--- src/rtl/sel_f2cpu_if.sv ---
// FTDI FT60x read-side bus plus CPU valid/ready stream for sel_f2cpu.
// master: the selector (drives OE_N/RD_N and the CPU stream); slave: FTDI chip and CPU side.
interface sel_f2cpu_if #(
    parameter int FT_DATA_WIDTH = 32
);
    logic                     ft_rxf_n;
    logic [FT_DATA_WIDTH-1:0] ft_data;
    logic [3:0]               ft_be;
    logic                     ft_oe_n;
    logic                     ft_rd_n;
    logic [FT_DATA_WIDTH-1:0] cpu_data;
    logic                     cpu_valid;
    logic                     cpu_ready;

    modport master (
        input  ft_rxf_n, ft_data, ft_be, cpu_ready,
        output ft_oe_n, ft_rd_n, cpu_data, cpu_valid
    );

    modport slave (
        output ft_rxf_n, ft_data, ft_be, cpu_ready,
        input  ft_oe_n, ft_rd_n, cpu_data, cpu_valid
    );
endinterface

--- src/rtl/sel_f2cpu.sv ---
// FTDI FT60x 245-sync read engine feeding the CPU through a first-word fall-through skid FIFO.
// Optional byte-enable filtering of captured words when SEL_F2CPU_BE_FILTER_EN is defined.
module sel_f2cpu #(
    parameter int FT_DATA_WIDTH = 32,
    parameter int FIFO_DEPTH    = 4
) (
    input  logic        clk_i,
    input  logic        rstn_i,
    input  logic        en_i,
    sel_f2cpu_if.master bus,
    output logic [15:0] rx_cnt_o,
    output logic        busy_o
);
    localparam int PTR_W = $clog2(FIFO_DEPTH);
    localparam int CNT_W = PTR_W + 1;

    typedef enum logic [1:0] {S_IDLE, S_OE, S_READ, S_DRAIN} state_t;

    state_t                   state_q, state_d;
    logic                     oe_n_q, rd_n_q;
    logic [FT_DATA_WIDTH-1:0] mem [FIFO_DEPTH];
    logic [PTR_W-1:0]         wr_ptr_q, rd_ptr_q;
    logic [CNT_W-1:0]         count_q;
    logic                     space_ok, capture, push, pop, fifo_valid;
    logic [FT_DATA_WIDTH-1:0] push_data;

    // Two free entries cover the word captured on the edge the FSM leaves READ.
    assign space_ok   = count_q < CNT_W'(FIFO_DEPTH - 1);
    assign capture    = !rd_n_q && !bus.ft_rxf_n;
    assign fifo_valid = count_q != '0;
    assign pop        = fifo_valid && bus.cpu_ready;

`ifdef SEL_F2CPU_BE_FILTER_EN
    localparam int LANE_W = FT_DATA_WIDTH / 4;

    always_comb begin
        push_data = '0;
        for (int i = 0; i < 4; i++) begin
            if (bus.ft_be[i]) push_data[i*LANE_W +: LANE_W] = bus.ft_data[i*LANE_W +: LANE_W];
        end
    end
    assign push = capture && (bus.ft_be != 4'b0000);
`else
    logic be_unused;
    assign be_unused = ^bus.ft_be;
    assign push_data = bus.ft_data;
    assign push      = capture;
`endif

    always_comb begin
        state_d = state_q;
        case (state_q)
            S_IDLE:  if (en_i && !bus.ft_rxf_n && space_ok) state_d = S_OE;
            S_OE:    state_d = (!bus.ft_rxf_n && en_i) ? S_READ : S_DRAIN;
            S_READ:  if (bus.ft_rxf_n || !space_ok || !en_i) state_d = S_DRAIN;
            S_DRAIN: state_d = S_IDLE;
            default: state_d = S_IDLE;
        endcase
    end

    // Strobes are registered from the next state so the pins change cleanly on the edge.
    always_ff @(posedge clk_i or negedge rstn_i) begin
        if (!rstn_i) begin
            state_q <= S_IDLE;
            oe_n_q  <= 1'b1;
            rd_n_q  <= 1'b1;
        end else begin
            state_q <= state_d;
            oe_n_q  <= (state_d == S_IDLE);
            rd_n_q  <= (state_d != S_READ);
        end
    end

    always_ff @(posedge clk_i or negedge rstn_i) begin
        if (!rstn_i) begin
            wr_ptr_q <= '0;
            rd_ptr_q <= '0;
            count_q  <= '0;
            rx_cnt_o <= '0;
        end else begin
            if (push) begin
                wr_ptr_q <= wr_ptr_q + PTR_W'(1);
                rx_cnt_o <= rx_cnt_o + 16'd1;
            end
            if (pop) rd_ptr_q <= rd_ptr_q + PTR_W'(1);
            if (push && !pop)      count_q <= count_q + CNT_W'(1);
            else if (pop && !push) count_q <= count_q - CNT_W'(1);
        end
    end

    // NOTE: the storage array has no reset; an empty FIFO masks its output to zero instead.
    always_ff @(posedge clk_i) begin
        if (push) mem[wr_ptr_q] <= push_data;
    end

    assign bus.ft_oe_n   = oe_n_q;
    assign bus.ft_rd_n   = rd_n_q;
    assign bus.cpu_valid = fifo_valid;
    assign bus.cpu_data  = fifo_valid ? mem[rd_ptr_q] : '0;
    assign busy_o        = state_q != S_IDLE;
endmodule

--- src/flat_wrapper.sv ---
// flat-port wrapper written by rule: the top's interface ports become plain ports
module sel_f2cpu_flat 
#(
    parameter int FT_DATA_WIDTH = 32,
    parameter int FIFO_DEPTH    = 4
)
  (clk_i, rstn_i, en_i, rx_cnt_o, busy_o, bus_ft_rxf_n, bus_ft_data, bus_ft_be, bus_cpu_ready, bus_ft_oe_n, bus_ft_rd_n, bus_cpu_data, bus_cpu_valid);
  sel_f2cpu_if #(.FT_DATA_WIDTH(FT_DATA_WIDTH)) bus_i ();
  input  logic clk_i;
  input  logic rstn_i;
  input  logic en_i;
  output logic [15:0] rx_cnt_o;
  output logic busy_o;
  input wire logic [$bits(bus_i.ft_rxf_n)-1:0] bus_ft_rxf_n;
  input wire logic [$bits(bus_i.ft_data)-1:0] bus_ft_data;
  input wire logic [$bits(bus_i.ft_be)-1:0] bus_ft_be;
  input wire logic [$bits(bus_i.cpu_ready)-1:0] bus_cpu_ready;
  output wire logic [$bits(bus_i.ft_oe_n)-1:0] bus_ft_oe_n;
  output wire logic [$bits(bus_i.ft_rd_n)-1:0] bus_ft_rd_n;
  output wire logic [$bits(bus_i.cpu_data)-1:0] bus_cpu_data;
  output wire logic [$bits(bus_i.cpu_valid)-1:0] bus_cpu_valid;
  assign bus_i.ft_rxf_n = bus_ft_rxf_n;
  assign bus_i.ft_data = bus_ft_data;
  assign bus_i.ft_be = bus_ft_be;
  assign bus_i.cpu_ready = bus_cpu_ready;
  assign bus_ft_oe_n = bus_i.ft_oe_n;
  assign bus_ft_rd_n = bus_i.ft_rd_n;
  assign bus_cpu_data = bus_i.cpu_data;
  assign bus_cpu_valid = bus_i.cpu_valid;
  sel_f2cpu #(.FT_DATA_WIDTH(FT_DATA_WIDTH), .FIFO_DEPTH(FIFO_DEPTH)) u_core (.clk_i(clk_i), .rstn_i(rstn_i), .en_i(en_i), .bus(bus_i), .rx_cnt_o(rx_cnt_o), .busy_o(busy_o));
endmodule
--- config.mk ---
export PLATFORM = sky130hd
export DESIGN_NAME = sel_f2cpu_flat
export DESIGN_NICKNAME = d
export VERILOG_FILES = /design/src/rtl/sel_f2cpu_if.sv /design/src/rtl/sel_f2cpu.sv /design/src/flat_wrapper.sv
export SDC_FILE = /design/constraint.sdc
export NUM_CORES = 1
export LEC_CHECK = 0
export CAP_MARGIN = 0
export CORE_MARGIN = 4
export CORE_UTILIZATION = 50
export CTS_BUF_LIST = sky130_fd_sc_hd__clkbuf_16
export DETAILED_ROUTE_END_ITERATION = 7
export DONT_BUFFER_PORTS = 1
export PLACE_DENSITY = 0.66
export SYNTH_ARGS = -nofsm -noshare
export SYNTH_HDL_FRONTEND = slang
export SYNTH_SLANG_ARGS = --single-unit
--- constraint.sdc ---
create_clock -name clk_i -period 2.3 [get_ports clk_i]
set_input_delay 0.345 -clock clk_i [delete_from_list [all_inputs] [get_ports clk_i]]
set_output_delay 0.345 -clock clk_i [all_outputs]
set_load 0.03 [all_outputs]
* Word-level counts from Yosys, hierarchy flattened
Memories as Yosys holds them, arrays and structs flattened.
Index checks and enable logic that the tools add are counted.
W data, S select, Z words.
** Operators by class
- Add/subtract/negate cells :: 5
- Order comparisons :: 1
- Mux-type cells :: 9
- Reductions and logical operators :: 19
- Shift operators :: 0
- Bitwise logic cells :: 0
- Eq/ne operators :: 4
- Div/mod/pow operators :: 0
- Multiply operators :: 0
** Operators by type and width (number)
- $mux W32 :: 1
- $add A16 B1 Y16 const B :: 1
- $pmux W2 S4 :: 1
- $logic_and A1 B1 Y1 :: 6
- $logic_not A1 Y1 :: 6
- $mux W3 :: 2
- $add A2 B1 Y2 const B :: 2
- $eq A2 B2 Y1 const B :: 2
- $logic_not A2 Y1 :: 2
- $mux W2 :: 2
- $reduce_bool A2 Y1 :: 2
- $add A3 B1 Y3 const B :: 1
- $lt A3 B2 Y1 const B :: 1
- $mux W1 :: 3
- $reduce_bool A3 Y1 :: 1
- $sub A3 B1 Y3 const B :: 1
- $eq A2 B1 Y1 const B :: 1
- $logic_or A1 B1 Y1 :: 2
- $ne A2 B2 Y1 const B :: 1
** Storage, ports and cells
- Output and inout port bits :: 52
- Input bits :: 41
- Flip-flop bits (word level) :: 27
- Memory bits (writable) :: 128
- Bits in latches :: 0
- ROM bits :: 0
- Memories :: 1
** Memories
- u_core.mem :: depth 4, bits a word 32, read ports 1, clocked after Yosys merged registers in 0, write ports 1, RTL line sel_f2cpu.sv:21 : logic [FT_DATA_WIDTH-1:0] mem [FIFO_DEPTH];

* Logic depth before layout (Yosys ltp)
Gate-level depths: netlist (run 1).
- Word-level depth :: 7
- Gate-level depth with buffers :: 9
- Gate-level depth less buffers :: 8

* Worst setup path before layout (run 1)
Ideal clock, no wire load.
- Kind :: register -> register
- Start :: register u_core.rd_n_q (netlist: u_core.bus.ft_rd_n)
- End :: memory u_core.mem[2][0], enable pin
- Stages on the path, launching flop included :: 4
- Library setup time :: 392 ps
- Path slack :: 204 ps
- Arrival time :: 1704 ps
- Path through :: dfstp_2 nor2_1 clkbuf_1 and2_1
** Between the ends
- Cells in the longest elaborated chain, start to end :: 4
** RTL lines
- start: declaration :: RTL line sel_f2cpu.sv:20 : logic oe_n_q, rd_n_q;
- start signal: assignment :: RTL line sel_f2cpu.sv:70 : rd_n_q <= (state_d != S_READ);
- $logic_not A1 Y1 :: RTL line sel_f2cpu.sv:29 : assign capture = !rd_n_q && !bus.ft_rxf_n;
- $logic_and A1 B1 Y1 :: RTL line sel_f2cpu.sv:29
- net u_core.capture :: RTL line sel_f2cpu.sv:24 : logic space_ok, capture, push, pop, fifo_valid;
- $mux W1 :: RTL line sel_f2cpu.sv:93 : if (push) mem[wr_ptr_q] <= push_data;
- $mux W1 (implied by the code) :: RTL line sel_f2cpu.sv:93
- end: declaration :: RTL line sel_f2cpu.sv:21
The timed path passes the listed nets, and every way through them passes these cells.

* Final worst setup path (run 1)
- Start :: register u_core.rd_ptr_q[0]
- End :: output port bus_cpu_data[12]
** Between the ends
- Cells in the longest elaborated chain, start to end :: 2
** RTL lines
- start: declaration :: RTL line sel_f2cpu.sv:22 : logic [PTR_W-1:0] wr_ptr_q, rd_ptr_q;
- start signal: assignment :: RTL line sel_f2cpu.sv:85 : if (pop) rd_ptr_q <= rd_ptr_q + PTR_W'(1);
- $mem_v2 Z4 W32
- $mux W32 :: RTL line sel_f2cpu.sv:99 : assign bus.cpu_data = fifo_valid ? mem[rd_ptr_q] : '0;
- end: declaration :: RTL line flat_wrapper.sv:20 : output wire logic [$bits(bus_i.cpu_data)-1:0] bus_cpu_data;
No other way between the ends.

==> reports/metrics.csv, run 1 <==
stage,metric,value,unit
status,status,finished clean,
sta,finalCritPeriodShare,0.988,
pwr,p_int,0.00696,W
die,io_pins,93,
job,cap_violations,0,
setup_path,arrival,1.93,ns
setup_path,max_stage_delay,0.48,ns
min_path,min_path_type,in -> reg,
setup_path,crit_buf_inv,3,
drt,vias,2956,
logic_synthesis,ys_ff_latch,155,
setup_path,critical_path_depth,5,
setup_path,crit_path_max_fanout,10,
drt,viasPerCell,5.30,
finish,area_growth,20.7,%
setup_path,ff2ff_path_depth,8,
sta,worstMarginPinSlew,0.900,ns
global_routing,grt_pass1_wl,16.7,mm
clocking,htreeDepth,4,
die,rows,40,
setup_path,crit_chain,"buf_12, buf_12, mux4_2, and2_4, buf_6",
clocking,clk_path_buf_depth,2,
setup_path,critPathLaunchType,register,
drt,first_pass_iters,4,
die,fp.dieW,119,um
drt,wl,10.7,mm
setup_path,critPathKind,reg -> out,
global_routing,grt_pass1_vias,3159,
pwr,p_sw,0.00329,W
pwr,finalPower,0.0103,W
sta,period_minus_slack,2.27,ns
setup_path,cp_common_cell,buf_12,
global_routing,grtUsageTotal,0.159,
drt,drtAntennaViolNets,0,
sta,relSlewSlack,0.400,
logic_synthesis,syn_avg_cell_area,19.5,um2
drt,drc,0,
logic_synthesis,netlist_area,0.00619,mm2
die,core_area,0.0121,mm2
setup_path,regToRegSetupSlack,0.23,ns
setup_path,cp.required,1.96,ns
setup_path,crit_start,u_core.rd_ptr_q[0]$_DFFE_PN0P_,
placed_design,gp_congestion,0.713,
clocking,path_clk_slew,0.06,ns
sta,setup_viol,0,
global_routing,grt_antenna_before_repair,0,
pwr,ir_drop,0.823,mV
setup_path,critPathCaptureType,output pin,
setup_path,cp-endpoint,bus_cpu_data[12],
setup_path,crit_slowest_cell,mux4_2,
placed_design,dpl.hpwl,6.31,mm
sta,hold_violations,0,
clocking,cts_buffers,17,
pwr,p_comb_frac,0.372,
drt,wire_per_inst,19.3,um
global_routing,grt_max_degree,35,
clocking,root_buffer,clkbuf_16,
logic_synthesis,synthCells,317,
finish,num_antenna_cells,0,
die,start_util,0.513,
drt,drt_iter0_markers,160,
logic_synthesis,yosysSeqAreaShare,0.730,
logic_synthesis,yosys_warnings,0,
pwr,pwr-share-clk,0.264,
die,die_area,0.0142,mm2
setup_path,path_delay_family,multiplexers,
global_routing,globalRouteOverflowTotal,0,
setup_path,r2r_start,u_core.count_q[0]$_DFFE_PN0P_,
sta,rsz0062_at_grt,true,
clocking,cts_tree,yes,
clocking,numClockSinks,155,
clocking,clk_latency,0.42,ns
finish,nNetsFinal,429,
sta,holdWs,0.0208,ns
finish,layout-drive-gt1-share,0.303,
sta,max_clock_freq,0.440,GHz
pwr,power_density,1370,mW/mm2
die,fp.dieH,119,um
pwr,swShare,0.321,
logic_synthesis,synth_fp_nets,369,
setup_path,r2r_end,u_core.count_q[2]$_DFFE_PN0P_,
pwr,p_seq_frac,0.365,
sta,finClkSkew,0.00704,ns
placed_design,portBuffers,0,
pwr,leakage,2.72,nW
sta,drv_slew,0,
logic_synthesis,ys_types,31,
synth_stat cells:
| cell type | n | area share |
|---|---|---|
| ha_1 | 10 | 0.020 |
| xor2_1 | 8 | 0.011 |
| dfrtp_1 | 25 | 0.10 |
| a311oi_1 | 1 | 0.0014 |
| mux4_1 | 4 | 0.017 |
| nand3_1 | 3 | 0.0024 |
| buf_12 | 3 | 0.0097 |
| buf_6 | 1 | 0.0018 |
| nand2_1 | 8 | 0.0049 |
| clkbuf_1 | 6 | 0.0036 |
| xnor2_1 | 13 | 0.018 |
| a211oi_1 | 1 | 0.0012 |
| o21ai_0 | 1 | 0.00081 |
| nand2b_1 | 3 | 0.0030 |
| fa_1 | 1 | 0.0032 |
| and2_1 | 37 | 0.037 |
| nor2_1 | 7 | 0.0042 |
| nor3b_1 | 1 | 0.0012 |
| and4_1 | 1 | 0.0014 |
| dfstp_2 | 2 | 0.0085 |
| buf_2 | 3 | 0.0024 |
| clkbuf_2 | 1 | 0.00081 |
| inv_1 | 6 | 0.0036 |
| a21oi_1 | 1 | 0.00081 |
| edfxtp_1 | 128 | 0.62 |
| nand4_1 | 5 | 0.0051 |
| and3_1 | 5 | 0.0051 |
| mux2_2 | 2 | 0.0036 |
| and4bb_2 | 1 | 0.0020 |
| mux4_2 | 28 | 0.10 |
| or3_1 | 1 | 0.0010 |
timing repair:
action | CTS | global route
gates resized for setup | 14 | 10
setup endpoints to repair | 29 | 32
buffers inserted | 5 | 0
hold buffers | 4 | 8
endpoints found under the hold margin | 30 | 21
sequential cells by signal, summed over array words and instances (netlist names):
name	flops
u_core.bus.ft_oe_n	1
u_core.bus.ft_rd_n	1
u_core.count_q	3
u_core.mem	128
u_core.rd_ptr_q	2
u_core.rx_cnt_o	16
u_core.state_q	2
u_core.wr_ptr_q	2
metal layers:
layer	track usage	part of all wire	vias to the layer above
li1	-	-	1341
met5	0	0	-
met1	0.183	0.39	1522
met2	0.264	0.51	76
met4	0.0695	0.020	0
met3	0.0641	0.071	17
worst min path at each step:
stage / startpoint / end / cells after the start / slack [ns]
after floorplan: rstn_i / u_core.count_q[0]$_DFFE_PN0P_ / 0 / 0.05
after global placement: rstn_i / u_core.rx_cnt_o[13]$_DFFE_PN0P_ / 0 / 0.05
after detailed placement: rstn_i / u_core.rx_cnt_o[13]$_DFFE_PN0P_ / 0 / 0.05
after CTS: bus_ft_data[22] / u_core.mem[2][22]$_DFFE_PP_ / 0 / 0.00009
after global routing: bus_ft_data[3] / u_core.mem[3][3]$_DFFE_PP_ / 0 / 0.00004
final: bus_ft_data[3] / u_core.mem[3][3]$_DFFE_PP_ / 0 / 0.02
per-stage QoR:
step / util / setup WS (ns) / cells / cell area, um2 / setup TNS [ns]
after CTS: 0.611 / -0.0212 / 550 / 7370 / -0.0303
after detailed placement: 0.548 / 0.239 / 509 / 6610 / 0
after global routing: 0.620 / -0.0433 / 558 / 7470 / -0.505
after global placement: 0.548 / 0.297 / 509 / 6610 / 0
after floorplan: - / 0.204 / 317 / 6190 / 0
final: 0.620 / 0.0271 / 558 / 7470 / 0
final cells by class:
type / instances / area [um2]
sequential: 155 / 4520
tap: 168 / 210
inverter: 6 / 22.5
clock inverter: 13 / 108
clock buffer: 19 / 475
fill: 879 / 4590
multi-input combinational: 142 / 1560
timing repair buffer: 55 / 573
cell families (layout without fill, tap and decap cells):
kind of cell             Yosys count  in the layout  share of synthesized area
buffers and inverters             20             93                     0.0220
multiplexers                      34             34                      0.122
flip-flops                       155            155                      0.730
adder cells (fa/ha/maj)           11             11                     0.0234
XOR/XNOR                          21             21                     0.0297
AO/OA/AOI/OAI                      4              4                    0.00424
AND/OR/NAND/NOR                   72             72                     0.0677
placed cells by master, fill, tap and decap left out, types with 2 or more instances in the layout:
cell type,n
nand4_1,5
buf_12,7
buf_4,25
dlygate4sd3_1,11
dfrtp_2,2
and3_1,5
edfxtp_1,128
mux2_2,2
and2_2,4
bufinv_16,2
dfrtp_1,23
and2_1,22
clkbuf_16,19
inv_1,10
dfstp_2,2
nand2_1,8
mux4_1,3
xnor2_1,13
buf_6,12
mux4_2,29
nor2_1,7
xor2_1,8
nand3_1,3
clkinv_1,5
ha_1,10
and2_4,11
nand2b_1,3
power groups by stage:
| stage | combinational (W) | sequential (W) | clock [W] |
|---|---|---|---|
| floorplan | 0.00255 | 0.00371 | 0 |
| detailed placement | 0.00344 | 0.00381 | 0 |
| CTS | 0.00377 | 0.00375 | 0.00275 |
| global route | 0.00410 | 0.00378 | 0.00287 |
| finish | 0.00381 | 0.00374 | 0.00270 |
| global placement | 0.00339 | 0.00379 | 0 |
worst reg2reg max path, stage by stage, from the launching register on:
cell,delay [ns]
dfrtp_1,0.42
or3_1,0.40
nand2_1,0.12
ha_1,0.19
inv_1,0.06
fa_1,0.37
xor2_1,0.15
nor2_1,0.12
xor2_1,0.16
(Power assumes the default switching activity.)
==> inputs of run 2 (changes only) <==
--- a/config.mk
+++ b/config.mk
@@ -12,6 +12,7 @@
 export DETAILED_ROUTE_END_ITERATION = 7
 export DONT_BUFFER_PORTS = 1
 export PLACE_DENSITY = 0.66
+export RECOVER_POWER = 50
 export SYNTH_ARGS = -nofsm -noshare
 export SYNTH_HDL_FRONTEND = slang
 export SYNTH_SLANG_ARGS = --single-unit
==> run 2 against run 1 <==
  * Largest power group unchanged
  * Routed wire length is essentially flat
  * Count of clock-buffer cells in the layout did not move
  * Cell count unchanged
  * First-iteration DRC count shrank 0.63%
  * Sequential share of layout area increased by 0.13 points
==> reports/metrics.csv, run 2 (same netlist as run 1, synthesis figures left out) <==
stage,metric,value,unit
clocking,cts_tree,yes,
status,status,finished clean,
setup_path,critPathCaptureType,output pin,
global_routing,grt_pass1_wl,16.7,mm
setup_path,ff2ff_path_depth,6,
drt,viasPerCell,5.28,
setup_path,cp.required,1.96,ns
pwr,p_comb_frac,0.371,
die,rows,40,
placed_design,portBuffers,0,
clocking,clk_latency,0.42,ns
setup_path,critPathKind,reg -> out,
drt,wire_per_inst,19.2,um
finish,nNetsFinal,429,
die,die_area,0.0142,mm2
sta,hold_violations,0,
pwr,leakage,2.71,nW
placed_design,post_dp_cell_area,0.00661,mm2
finish,design_area,0.00746,mm2
pwr,p_sw,0.00329,W
pwr,finalPower,0.0102,W
setup_path,arrival,1.93,ns
sta,relSlewSlack,0.0242,
finish,num_antenna_cells,0,
finish,largest_reg_flops,128,
finish,layout.area.seq,0.00452,mm2
min_path,min_path_type,in -> reg,
global_routing,grt_max_degree,35,
setup_path,r2r_end,u_core.count_q[1]$_DFFE_PN0P_,
finish,area_growth,20.5,%
global_routing,globalRouteOverflowTotal,0,
finish,fill_cells,882,
sta,drv_slew,0,
sta,finalCritPeriodShare,0.987,
drt,vias,2949,
placed_design,dpl.hpwl,6.31,mm
clocking,numClockSinks,155,
die,core_area,0.0121,mm2
setup_path,critPathLaunchType,register,
clocking,path_clk_slew,0.06,ns
drt,drc,0,
drt,first_pass_iters,4,
finish,final_common_cell,edfxtp_1,
clocking,clk_path_buf_depth,2,
pwr,pwr-share-clk,0.264,
finish,final_util,0.618,
clocking,htreeDepth,4,
sta,rsz0062_at_grt,true,
die,start_util,0.513,
global_routing,grt_pass1_vias,3159,
die,fp.dieW,119,um
min_path,hold_path_depth,0,
sta,setup_viol,0,
pwr,p_seq_frac,0.365,
sta,finClkSkew,0.00711,ns
die,io_pins,93,
drt,drt_iter0_markers,159,
pwr,ir_drop,0.821,mV
setup_path,r2r_start,u_core.bus.ft_rd_n$_DFF_PN1_,
pwr,power_density,1370,mW/mm2
clocking,root_buffer,clkbuf_16,
finish,top_regs,"u_core.mem (128), u_core.rx_cnt_o (16), u_core.count_q (3)",
sta,worstMarginPinSlew,1.46,ns
sta,max_clock_freq,0.440,GHz
job,cap_violations,0,
setup_path,regToRegSetupSlack,0.22,ns
finish,final_cell_mix,"128 x edfxtp_1, 29 x mux4_2, 25 x buf_4, 23 x dfrtp_1, 22 x and2_1",
placed_design,dp_cells,509,
sta,period_minus_slack,2.27,ns
pwr,p_int,0.00696,W
finish,top_register,u_core.mem,
finish,multi_input_area,0.00156,mm2
min_path,holdCritStartpoint,bus_ft_data[7],
clocking,cts_buffers,17,
die,fp.dieH,119,um
drt,drtAntennaViolNets,0,
pwr,swShare,0.321,
finish,instances_no_fill,558,
min_path,hold_end,u_core.mem[3][7]$_DFFE_PP_,
finish,layout-drive-gt1-share,0.295,
global_routing,grtUsageTotal,0.159,
drt,wl,10.7,mm
setup_path,crit_path_max_fanout,10,
global_routing,grt_antenna_before_repair,0,
placed_design,gp_congestion,0.713,
## run 2: worst max-delay path by stage
stage / start / endpoint / slack (ns) / cells past startpoint
2_1_floorplan: u_core.bus.ft_rd_n$_DFF_PN1_ / u_core.mem[2][0]$_DFFE_PP_ / 0.20 / 3
3_3_place_gp: u_core.count_q[0]$_DFFE_PN0P_ / u_core.count_q[2]$_DFFE_PN0P_ / 0.30 / 8
3_5_place_dp: u_core.count_q[0]$_DFFE_PN0P_ / u_core.count_q[2]$_DFFE_PN0P_ / 0.24 / 8
4_1_cts: u_core.rd_ptr_q[0]$_DFFE_PN0P_ / bus_cpu_data[31] / -0.02 / 4
5_1_grt: u_core.rd_ptr_q[0]$_DFFE_PN0P_ / bus_cpu_data[18] / -0.04 / 5
6_report: u_core.rd_ptr_q[0]$_DFFE_PN0P_ / bus_cpu_data[12] / 0.03 / 5
## run 2: per-layer routing
layer | track usage | vias to the layer above | wire (um)
met5 | 0 | - | 0
met4 | 0.0695 | 0 | 212
met3 | 0.0641 | 17 | 785
met2 | 0.264 | 76 | 5490
met1 | 0.183 | 1516 | 4250
li1 | - | 1340 | -
## run 2: cell type report
class | instances | share of cell area
Clock buffer | 19 | 0.0637
Inverter | 6 | 0.00302
Timing Repair Buffer | 55 | 0.0747
Tap cell | 168 | 0.0282
Multi-Input combinational cell | 142 | 0.209
Sequential cell | 155 | 0.607
Clock inverter | 13 | 0.0144
## run 2: critical path: stages (launching register included)
cell	delay, ns
dfrtp_2	0.43
buf_12	0.18
buf_12	0.11
mux4_2	0.48
and2_4	0.17
buf_6	0.13
## run 2: per-stage QoR
stage	setup TNS [ns]	hold slack [ns]	worst slack [ns]
floorplan	0	0.0494	0.204
global placement	0	0.0502	0.297
finish	0	0.0212	0.0292
CTS	-0.0303	0.0000868	-0.0212
detailed placement	0	0.0501	0.239
global route	-0.505	0.0000430	-0.0433
## run 2: timing repair
item	CTS	global route
setup endpoints to repair	29	32
pin swaps	0	0
gates resized for setup	14	10
hold buffers	4	8
endpoints found under the hold margin	30	21
buffers inserted	5	0
cloned	0	0
## run 2: power groups by stage
| stage | clock network, W | registers (W) | logic [W] |
|---|---|---|---|
| after floorplan | 0 | 0.00371 | 0.00255 |
| after global placement | 0 | 0.00379 | 0.00339 |
| after detailed placement | 0 | 0.00381 | 0.00344 |
| after CTS | 0.00275 | 0.00375 | 0.00377 |
| after global routing | 0.00287 | 0.00378 | 0.00409 |
| final | 0.00270 | 0.00374 | 0.00381 |
==> inputs of run 3 (changes only) <==
--- a/config.mk
+++ b/config.mk
@@ -5,13 +5,14 @@
 export SDC_FILE = /design/constraint.sdc
 export NUM_CORES = 1
 export LEC_CHECK = 0
+export BUFFER_PORTS_ARGS = -buffer_cell sky130_fd_sc_hd__buf_2
 export CAP_MARGIN = 0
 export CORE_MARGIN = 4
 export CORE_UTILIZATION = 50
 export CTS_BUF_LIST = sky130_fd_sc_hd__clkbuf_16
 export DETAILED_ROUTE_END_ITERATION = 7
-export DONT_BUFFER_PORTS = 1
-export PLACE_DENSITY = 0.66
+export GPL_TIMING_DRIVEN = 0
+export PLACE_DENSITY = 0.72
 export RECOVER_POWER = 50
 export SYNTH_ARGS = -nofsm -noshare
 export SYNTH_HDL_FRONTEND = slang
==> run 3 against run 2 <==
  * Utilization is 0.20 points lower
  * Maximum frequency grew 0.39%
  * Via count up 4.3%
  * Setup slack better by 0.0089 ns
  * Critical path type unchanged
  * Largest cell class unchanged
  * Highest routed layer is now met5
==> reports/metrics.csv, run 3 (same netlist as run 1, synthesis figures left out) <==
stage,metric,value,unit
die,rows,40,
drt,drc,0,
global_routing,grtUsageTotal,0.161,
global_routing,grt_max_degree,33,
sta,period_minus_slack,2.26,ns
global_routing,grt_pass1_wl,17.2,mm
finish,top_regs,"u_core.mem (128), u_core.rx_cnt_o (16), u_core.count_q (3)",
clocking,clk_path_buf_depth,2,
die,start_util,0.513,
drt,wire_per_inst,17.5,um
sta,max_clock_freq,0.442,GHz
sta,drv_slew,0,
finish,final_common_cell,edfxtp_1,
clocking,root_buffer,clkbuf_16,
setup_path,crit_chain,"buf_6, buf_12, mux4_2, and2_1, buf_2",
sta,setup_viol,0,
sta,rsz0062_at_grt,true,
clocking,cts_tree,yes,
min_path,min_path_type,in -> reg,
setup_path,cp.required,1.96,ns
min_path,hold_path_depth,1,
sta,fin_ws,0.0381,ns
finish,final_cell_mix,"128 x edfxtp_1, 52 x buf_2, 36 x clkbuf_1, 31 x and2_1, 28 x mux4_2",
placed_design,dpl.hpwl,6.77,mm
sta,finalCritPeriodShare,0.983,
clocking,path_clk_slew,0.06,ns
clocking,numClockSinks,155,
sta,relSlewSlack,0.0116,
die,core_area,0.0121,mm2
setup_path,critPathLaunchType,register,
die,fp.dieH,119,um
setup_path,crit_slowest_cell,mux4_2,
setup_path,arrival,1.92,ns
setup_path,critPathCaptureType,output pin,
finish,area_growth,20.1,%
finish,layout-drive-gt1-share,0.294,
global_routing,globalRouteOverflowTotal,0,
drt,drtAntennaViolNets,0,
clocking,htreeDepth,4,
placed_design,pre_cts_ws,-0.00421,ns
status,status,finished clean,
finish,final_util,0.616,
setup_path,max_stage_delay,0.51,ns
die,die_area,0.0142,mm2
drt,wl,10.6,mm
placed_design,portBuffers,88,
sta,hold_violations,0,
finish,top_register,u_core.mem,
global_routing,grt_pass1_vias,3351,
clocking,cts_buffers,17,
pwr,power_density,1320,mW/mm2
drt,drt_iter0_markers,239,
die,fp.dieW,119,um
placed_design,post_dp_cell_area,0.00685,mm2
placed_design,gp_congestion,0.728,
finish,largest_reg_flops,128,
sta,finClkSkew,0.00718,ns
pwr,ir_drop,0.794,mV
job,cap_violations,0,
drt,first_pass_iters,4,
finish,num_antenna_cells,0,
pwr,leakage,2.75,nW
sta,worstMarginPinSlew,1.48,ns
drt,vias,3075,
clocking,clk_latency,0.41,ns
finish,design_area,0.00743,mm2
setup_path,ff2ff_path_depth,8,
drt,viasPerCell,5.07,
finish,nNetsFinal,478,
global_routing,grt_antenna_before_repair,1,
pwr,finalPower,0.00984,W
setup_path,critPathKind,reg -> out,
setup_path,crit_path_max_fanout,10,
die,io_pins,93,
-- run 3: changes by cell type in the layout (fill, tap and decap cells not counted), moves of 3 or more --
cell           change
clkbuf_4           +3
clkinv_1           -4
buf_4             -19
clkinvlp_4         +3
and2_1             +9
buf_2             +52
clkbuf_1          +35
and2_4            -10
buf_6             -10
dlygate4sd3_1     -10
buf_12             -3
-- run 3: layout make-up --
type / count / area (um2)
sequential: 155 / 4520
clock buffer: 17 / 425
fill: 898 / 4630
clock inverter: 15 / 149
timing repair buffer: 92 / 435
inverter: 6 / 22.5
multi-input combinational: 142 / 1550
buffer: 12 / 125
tap: 168 / 210
-- run 3: worst paths after layout --
path	startpoint	slack, ns	endpoint
min reg2reg	u_core.rx_cnt_o[15]$_DFFE_PN0P_	0.48	u_core.rx_cnt_o[15]$_DFFE_PN0P_
max reg2reg	u_core.count_q[0]$_DFFE_PN0P_	0.17	u_core.count_q[2]$_DFFE_PN0P_
max	u_core.rd_ptr_q[0]$_DFFE_PN0P_	0.04	bus_cpu_data[11]
min	bus_ft_data[16]	0.19	u_core.mem[3][16]$_DFFE_PP_
max in group asynchronous	rstn_i	0.61	u_core.rx_cnt_o[1]$_DFFE_PN0P_
min in group asynchronous	rstn_i	0.82	u_core.rx_cnt_o[15]$_DFFE_PN0P_
-- run 3: metal layers --
| metal | vias up | global-route usage | part of all wire |
|---|---|---|---|
| met5 | - | 0 | 0.00066 |
| met4 | 2 | 0.0681 | 0.012 |
| met3 | 14 | 0.0489 | 0.052 |
| met2 | 79 | 0.260 | 0.51 |
| met1 | 1538 | 0.203 | 0.42 |
| li1 | 1442 | - | - |
-- run 3: where the power goes --
part	switching (W)	internal, W
Clock	0.00103	0.00167
Sequential	0.000175	0.00341
Combinational	0.00207	0.00148
Total	0.00327	0.00657
-- run 3: critical path: cells and delay by family (launching register included) --
kind,cells,cell delay [ns]
multiplexers,1,0.51
buffers and inverters,3,0.49
flip-flops,1,0.33
AND/OR/NAND/NOR,1,0.17
-- run 3: timing repair --
action                                  4_1_cts  5_1_grt
endpoints found under the setup margin       31       25
gates cloned                                  0        0
resized for setup                            11        2
pin swaps                                     0        0
buffers inserted                              0        3
hold buffers                                  1        0
endpoints found under the hold margin        25        0
-- run 3: metrics by stage --
stage | cells | TNS [ns] | hold slack, ns
floorplan | 317 | 0 | 0.0494
global placement | 573 | -69.46 | 0.383
detailed placement | 573 | -0.00421 | 0.392
CTS | 604 | 0 | 0.128
global route | 607 | -0.448 | 0.182
finish | 607 | 0 | 0.189
